**src/rtl/rom_pkg.sv**
```systemverilog
// Shared constants and state encoding for the lookup-ROM scan sequencer.
//   ROM_ADDR_W / ROM_DATA_W / ROM_DEPTH : geometry of the 8x4 lookup ROM
//   SUM_W                               : accumulator width (8 * 15 = 120 fits)
//   COUNT_W                             : width of the requested entry count
//   state_t, S_IDLE / S_READ / S_DONE    : sequencer states
package rom_pkg;

  localparam int unsigned ROM_ADDR_W = 3;
  localparam int unsigned ROM_DATA_W = 4;
  localparam int unsigned ROM_DEPTH  = 8;
  localparam int unsigned SUM_W      = 8;
  localparam int unsigned COUNT_W    = 4;

  typedef logic [1:0] state_t;

  localparam state_t S_IDLE = 2'd0;
  localparam state_t S_READ = 2'd1;
  localparam state_t S_DONE = 2'd2;

endpackage

```
**src/rtl/rom_scan_ctrl_if.sv**
```systemverilog
// Control, result and ROM-bus signals of the scan sequencer.
//   slave  : the sequencer (takes start/base_addr/count/rom_data, drives the rest)
//   master : the user / ROM side
interface rom_scan_ctrl_if
  import rom_pkg::*;
#(
  parameter int unsigned ADDR_W = ROM_ADDR_W,
  parameter int unsigned DATA_W = ROM_DATA_W,
  parameter int unsigned SUM_W  = rom_pkg::SUM_W
) ();

  logic                start;
  logic [ADDR_W-1:0]   base_addr;
  logic [COUNT_W-1:0]  count;
  logic [ADDR_W-1:0]   rom_addr;
  logic [DATA_W-1:0]   rom_data;
  logic                busy;
  logic                done;
  logic [SUM_W-1:0]    sum;
  logic [DATA_W-1:0]   max_val;
  logic [ADDR_W-1:0]   max_addr;

  modport slave (
    input  start, base_addr, count, rom_data,
    output rom_addr, busy, done, sum, max_val, max_addr
  );

  modport master (
    output start, base_addr, count, rom_data,
    input  rom_addr, busy, done, sum, max_val, max_addr
  );

endinterface

```
**src/rtl/rom_scan_ctrl.sv**
```systemverilog
// Walks a wrap-around window of the lookup ROM and reduces it to sum, max value
// and the address of the first occurrence of that max.
//   clk : system clock, all state on rising edge
//   rst : synchronous active-high reset
//   bus : slave side of rom_scan_ctrl_if (start/base_addr/count in, rom_addr out,
//         rom_data in, busy/done/sum/max_val/max_addr out)
module rom_scan_ctrl
  import rom_pkg::*;
#(
  parameter int unsigned ADDR_W = ROM_ADDR_W,
  parameter int unsigned DATA_W = ROM_DATA_W,
  parameter int unsigned SUM_W  = rom_pkg::SUM_W
) (
  input  logic            clk,
  input  logic            rst,
  rom_scan_ctrl_if.slave  bus
);

  // Longest useful window: one pass over the whole ROM.
  localparam logic [COUNT_W-1:0] MaxCount = COUNT_W'(2 ** ADDR_W);

  state_t              state_q, state_d;
  logic [ADDR_W-1:0]   addr_q, addr_d;
  logic [COUNT_W-1:0]  remaining_q, remaining_d;
  logic [SUM_W-1:0]    sum_q, sum_d;
  logic [DATA_W-1:0]   max_val_q, max_val_d;
  logic [ADDR_W-1:0]   max_addr_q, max_addr_d;
  logic                first_q, first_d;
  logic [COUNT_W-1:0]  clamped;

  assign clamped = (bus.count > MaxCount) ? MaxCount : bus.count;

  always_comb begin
    state_d     = state_q;
    addr_d      = addr_q;
    remaining_d = remaining_q;
    sum_d       = sum_q;
    max_val_d   = max_val_q;
    max_addr_d  = max_addr_q;
    first_d     = first_q;
    case (state_q)
      S_IDLE: begin
        if (bus.start) begin
          addr_d      = bus.base_addr;
          remaining_d = clamped;
          sum_d       = '0;
          max_val_d   = '0;
          max_addr_d  = '0;
          first_d     = 1'b1;
          state_d     = (clamped == '0) ? S_DONE : S_READ;
        end
      end
      S_READ: begin
        sum_d = sum_q + SUM_W'(bus.rom_data);
        // First read always loads so max_addr points inside the window even if
        // every word is zero; strict compare keeps the earliest tied address.
        if (first_q || (bus.rom_data > max_val_q)) begin
          max_val_d  = bus.rom_data;
          max_addr_d = addr_q;
        end
        first_d     = 1'b0;
        addr_d      = addr_q + ADDR_W'(1);
        remaining_d = remaining_q - COUNT_W'(1);
        if (remaining_q == COUNT_W'(1)) begin
          state_d = S_DONE;
        end
      end
      S_DONE: begin
        state_d = S_IDLE;
      end
      default: begin
        state_d = S_IDLE;
      end
    endcase
  end

  always_ff @(posedge clk) begin
    if (rst) begin
      state_q     <= S_IDLE;
      addr_q      <= '0;
      remaining_q <= '0;
      sum_q       <= '0;
      max_val_q   <= '0;
      max_addr_q  <= '0;
      first_q     <= 1'b0;
    end else begin
      state_q     <= state_d;
      addr_q      <= addr_d;
      remaining_q <= remaining_d;
      sum_q       <= sum_d;
      max_val_q   <= max_val_d;
      max_addr_q  <= max_addr_d;
      first_q     <= first_d;
    end
  end

  assign bus.rom_addr = addr_q;
  assign bus.busy     = (state_q != S_IDLE);
  assign bus.done     = (state_q == S_DONE);
  assign bus.sum      = sum_q;
  assign bus.max_val  = max_val_q;
  assign bus.max_addr = max_addr_q;

endmodule

```
**src/flat_wrapper.sv**
```systemverilog
// flat-port wrapper written by rule: the top's interface ports become plain ports
module rom_scan_ctrl_flat import rom_pkg::*;
#(
  parameter int unsigned ADDR_W = ROM_ADDR_W,
  parameter int unsigned DATA_W = ROM_DATA_W,
  parameter int unsigned SUM_W  = rom_pkg::SUM_W
)
  (clk, rst, bus_start, bus_base_addr, bus_count, bus_rom_data, bus_rom_addr, bus_busy, bus_done, bus_sum, bus_max_val, bus_max_addr);
  rom_scan_ctrl_if #(.ADDR_W(ADDR_W), .DATA_W(DATA_W), .SUM_W(SUM_W)) bus_i ();
  input  logic clk;
  input  logic rst;
  input wire logic [$bits(bus_i.start)-1:0] bus_start;
  input wire logic [$bits(bus_i.base_addr)-1:0] bus_base_addr;
  input wire logic [$bits(bus_i.count)-1:0] bus_count;
  input wire logic [$bits(bus_i.rom_data)-1:0] bus_rom_data;
  output wire logic [$bits(bus_i.rom_addr)-1:0] bus_rom_addr;
  output wire logic [$bits(bus_i.busy)-1:0] bus_busy;
  output wire logic [$bits(bus_i.done)-1:0] bus_done;
  output wire logic [$bits(bus_i.sum)-1:0] bus_sum;
  output wire logic [$bits(bus_i.max_val)-1:0] bus_max_val;
  output wire logic [$bits(bus_i.max_addr)-1:0] bus_max_addr;
  assign bus_i.start = bus_start;
  assign bus_i.base_addr = bus_base_addr;
  assign bus_i.count = bus_count;
  assign bus_i.rom_data = bus_rom_data;
  assign bus_rom_addr = bus_i.rom_addr;
  assign bus_busy = bus_i.busy;
  assign bus_done = bus_i.done;
  assign bus_sum = bus_i.sum;
  assign bus_max_val = bus_i.max_val;
  assign bus_max_addr = bus_i.max_addr;
  rom_scan_ctrl #(.ADDR_W(ADDR_W), .DATA_W(DATA_W), .SUM_W(SUM_W)) u_core (.clk(clk), .rst(rst), .bus(bus_i));
endmodule
```
**config.mk**
```make
export PLATFORM = sky130hd
export DESIGN_NAME = rom_scan_ctrl_flat
export DESIGN_NICKNAME = d
export VERILOG_FILES = /design/src/rtl/rom_pkg.sv /design/src/rtl/rom_scan_ctrl_if.sv /design/src/rtl/rom_scan_ctrl.sv /design/src/flat_wrapper.sv
export SDC_FILE = /design/constraint.sdc
export NUM_CORES = 1
export LEC_CHECK = 0
export CORE_AREA = 2 2 55 57
export DETAILED_ROUTE_END_ITERATION = 12
export DIE_AREA = 0 0 57 59
export PLACE_DENSITY = 0.92
export SLEW_MARGIN = 20
export SYNTH_ARGS = -nofsm -noshare
export SYNTH_HDL_FRONTEND = slang
export SYNTH_SLANG_ARGS = --single-unit
```
**constraint.sdc**
```tcl
create_clock -name clk -period 4.5 [get_ports clk]
set_input_delay 1.125 -clock clk [delete_from_list [all_inputs] [get_ports clk]]
set_output_delay 1.125 -clock clk [all_outputs]
set_load 0.01 [all_outputs]
```
-- Yosys cells after proc, flatten, opt, wreduce, memory -nomap -nowiden
Cells that the tools add are included.
- input bits: 14
- register bits: 25
- output and inout bits: 20
- eq/ne operators: 6
- mux-type cells: 19
- magnitude comparators: 2
- reduce and logical (&&, ||, !) cells: 8
- add/sub/neg operators: 3
- operators by type and width (operator ; number):
    2-to-1 mux 4 bit ; 4
    one-hot mux 4 bit (2 select lines) ; 2
    one-hot mux 8 bit (2 select lines) ; 1
    one-hot mux 3 bit (2 select lines) ; 2
    2-to-1 mux 3 bit ; 3
    adder 8 x 4 -> 8 bit ; 1
    2-to-1 mux 8 bit ; 1
    2-to-1 mux 2 bit ; 3
    == test 4 x 1 -> 1 bit (second input constant) ; 1
    > comparator 4 bit ; 1
    > comparator 4 bit (second input constant) ; 1
    zero test 4 bit ; 1
    inequality test 2 x 1 -> 1 bit (second input constant) ; 2
    one-hot mux 2 bit (2 select lines) ; 1
    AND reduction 2 bit ; 2
    nonzero test 2 bit ; 2
    subtractor 4 x 1 -> 4 bit (second input constant) ; 1
    adder 3 x 1 -> 3 bit (second input constant) ; 1
    AND reduction 3 bit ; 1
    == test 2 x 1 -> 1 bit (second input constant) ; 1
    == test 2 bit (second input constant) ; 1
    zero test 2 bit ; 1
    inequality test 2 bit (second input constant) ; 1
    one-hot mux 1 bit (2 select lines) ; 1
    other kinds (2) ; 2

-- Logic depth before layout (Yosys ltp)
- depth in word-level cells: 6
- depth in mapped cells: 8

-- Worst setup path before layout
Ideal clock, no wire load.
- path kind: input port to flip-flop
- start: input bus_rom_data[0]
- end: register u_core.sum_q[4] (netlist: u_core.bus.sum[4])
- path slack: 2.029 ns
- cell stages on the path: 6
- arrival time: 2.380 ns
- required time: 4.409 ns
- path through: ha_1 fa_1 a21o_1 a21oi_1 nand2_1 a311oi_1
- word-level cells in the longest chain between the ends: 2
- RTL lines (what ; line ; text):
    start: declaration ; flat_wrapper.sv:15 ; input wire logic [$bits(bus_i.rom_data)-1:0] bus_rom_data;
    adder 8 x 4 -> 8 bit ; rom_scan_ctrl.sv:54 ; sum_d = sum_q + SUM_W'(bus.rom_data);
    one-hot mux 8 bit (2 select lines) ; rom_scan_ctrl.sv:41 ; case (state_q)
    end signal: assignment ; rom_scan_ctrl.sv:90 ; sum_q <= sum_d;
    end: declaration ; rom_scan_ctrl.sv:25 ; logic [SUM_W-1:0] sum_q, sum_d;
No other way between the ends.
A chain may end at the register's enable or synchronous reset.

-- Worst setup path after layout
Same ends and word-level chain as after synthesis.

==> out/qor.txt <==
flop-to-flop setup slack: 2.30 ns
synthesized flop and latch total: 25
CP top delay family: compound AO/OA/AOI/OAI gates
synth-to-layout area growth: 25.7%
Tcrit/Tclk final: 0.635
Final Skew: 0.0118 ns
Startpoint Class: input port
Crit path required time: 4.72 ns
Achievable Freq: 350 MHz
global-route wire length before repair: 5680 µm
Vert. Die Dim: 59 µm
Residual DRC: 0
area leader, netlist: dfxtp_1
HPWL after DPL: 2570 µm
crit end category: flop
share of the yosys chip area belonging to registers: 0.369
CORE AREA: 2710 µm²
Reg clk slew, reported paths: 0.14 ns
critical path class: input port to flop
Critical Path Stages: 7
Hold Crit Start: u_core.bus.max_addr[2]
Num CTS Buffers: 3
initial antenna violation count: 0
placed insts: 211
final setup violation count: 0
Clock Sinks: 25
PnR worst setup slack: 1.64 ns
DR vias: 1310
# hold bufs at CTS: 0
Hold EP: u_core.bus.max_addr[2]
RSZ-0062 raised after global routing: false
Via density: 6.09
VDD IR max: 0.224 mV
top-count cell post-synth: dfxtp_1
site row count: 19
hold path depth: 1
final slew viol count: 0
Diodes inserted: 0
Setup TNS Final: 0 ns
Post-DRT Antenna Nets: 0
Final Power: 0.502 mW
critical path arrival: 3.08 ns
worst-margin pin slew: 0.862 ns
worst skew pair latency: 0.32 ns
Synth top area share: 0.369
WL final: 3400 µm
I/O pin cnt: 34
die area: 3360 µm²
synthesized cell area: 1360 µm²
initial DRC count: 53
CTS tree: built
Clock Path Buffers: 2
Slew HR: 0.424
ranking of synthesized cells by area: dfxtp_1 37%, ha_1 10%, nor2_1 6.4%
placed inst area: 1680 µm²
HP Class: flop to flop
I/O Buffers: 33
ys async rst share: 0
layout cells sized above 1: 0.0707
H-tree levels: 1
final hold vios: 0
Non-Filler Cell Area, Final: 1710 µm²
Post-synth top flop: dfxtp_1
vias in the first global route: 1292
Final nets: 211
post-cts resize count: 0
Yosys cell types: 42
largest net degree at the start of global routing: 20
crit-path max cell delay: 0.46 ns
Root Driver: clkbuf_4
EDFF count, synth: 0
Remaining Overflow, GRT: 0
largest fanout on the critical path: 4
FF-to-FF End: u_core.bus.sum[7]
Max Cap Viol: 0
Tmin final: 2.86 ns
Layout Cells excl Fill: 215
Crit-path slowest cell: clkdlybuf4s50_1
Reg2Reg Launch Point: u_core.state_q[0]
crit-path cells: clkdlybuf4s50_1, ha_1, fa_1, a21o_1, a21oi_1, nand2_1, a311oi_1
Leakage: 0.679 nW
Die X: 57 µm
Post-CTS Setup Inserts: 0
initial core utilization: 0.500
synth warn: 0
Setup WS pre-CTS: 1.33 ns
RePlAce Congestion: 0.864
total track usage: 0.217
fillers: 242
WL/cell: 15.8 µm
Syn Inst Count: 155
Syn Nets: 181
Syn Area/Cell: 8.75 µm²
synth cell count leaders: 25 x dfxtp_1, 23 x nor2_1, 12 x a21oi_1, 11 x ha_1, 9 x nand2_1
WP buf/inv: 1
cells on worst reg2reg path: 4
PwrDens: 294 nW/µm²
First-pass DRT Iterations: 6
run status: completed
-- how the worst max path moves through the flow --
stage,slack (ns),endpoint,start
CTS,1.67,u_core.bus.sum[4],bus_rom_data[0]
global route,1.51,u_core.bus.sum[4],bus_rom_data[0]
global placement,1.42,u_core.bus.sum[4],bus_rom_data[0]
detailed placement,1.33,u_core.bus.sum[4],bus_rom_data[0]
finish,1.64,u_core.bus.sum[4],bus_rom_data[0]
floorplan,2.03,u_core.bus.sum[4],bus_rom_data[0]
-- layer usage --
metal | vias up | wire [µm] | GRT usage
li1 | 624 | - | -
met3 | 8 | 161 | 0.0480
met1 | 632 | 1400 | 0.252
met2 | 46 | 1760 | 0.381
met5 | - | 0 | 0
met4 | 0 | 74 | 0.0997
-- logic make-up (layout without fill, tap and decap cells) --
group	count (synthesis)	in the layout	share of synthesized area
XOR/XNOR	1	1	0.00646
AO/OA/AOI/OAI	45	45	0.243
buffers and inverters	17	46	0.0600
adder cells (fa/ha/maj)	12	12	0.116
multiplexers	3	3	0.0249
AND/OR/NAND/NOR	52	52	0.181
flip-flops	25	25	0.369
-- layout make-up --
class                           count  area [µm²]  area share
Multi-Input combinational cell    113         774       0.454
Sequential cell                    25         500       0.293
Timing Repair Buffer               33         330       0.194
Tap cell                           31        38.8      0.0227
Inverter                            9        33.8      0.0198
Clock buffer                        3        22.5      0.0132
Clock inverter                      1        5.00     0.00293
-- power by group --
group	total (mW)	internal (mW)	switching, mW
registers	0.258	0.238	0.0200
logic	0.143	0.0681	0.0749
clock network	0.101	0.0333	0.0673
-- stage by stage --
step / hold WS (ns) / utilization
after global placement: 0.485 / 0.619
final: 0.526 / 0.629
after CTS: 0.532 / 0.629
after global routing: 0.562 / 0.629
after floorplan: 0.470 / -
after detailed placement: 0.499 / 0.619
-- placed cells by master (no fill, tap or decap), types with 2 or more instances in the layout --
cell type	count
nand3b_1	2
inv_1	8
a22oi_1	3
a221oi_1	2
nand2b_1	2
nand2_1	9
mux2_2	3
a21oi_1	12
nor2_1	23
o21ai_0	5
a31oi_1	2
ha_1	11
nor3_1	3
or2_2	2
clkdlybuf4s50_1	33
nor2b_1	4
a311oi_1	2
a32o_1	7
a21o_1	2
dfxtp_1	25
clkbuf_4	3
nor4_1	2
-- state kept, by name, indices dropped and copies added, names as in the netlist --
register / count
u_core.bus.max_addr: 3
u_core.state_q: 2
u_core.remaining_q: 4
u_core.bus.sum: 8
u_core.first_q: 1
u_core.bus.rom_addr: 3
u_core.bus.max_val: 4
(Power assumes the default switching activity.)
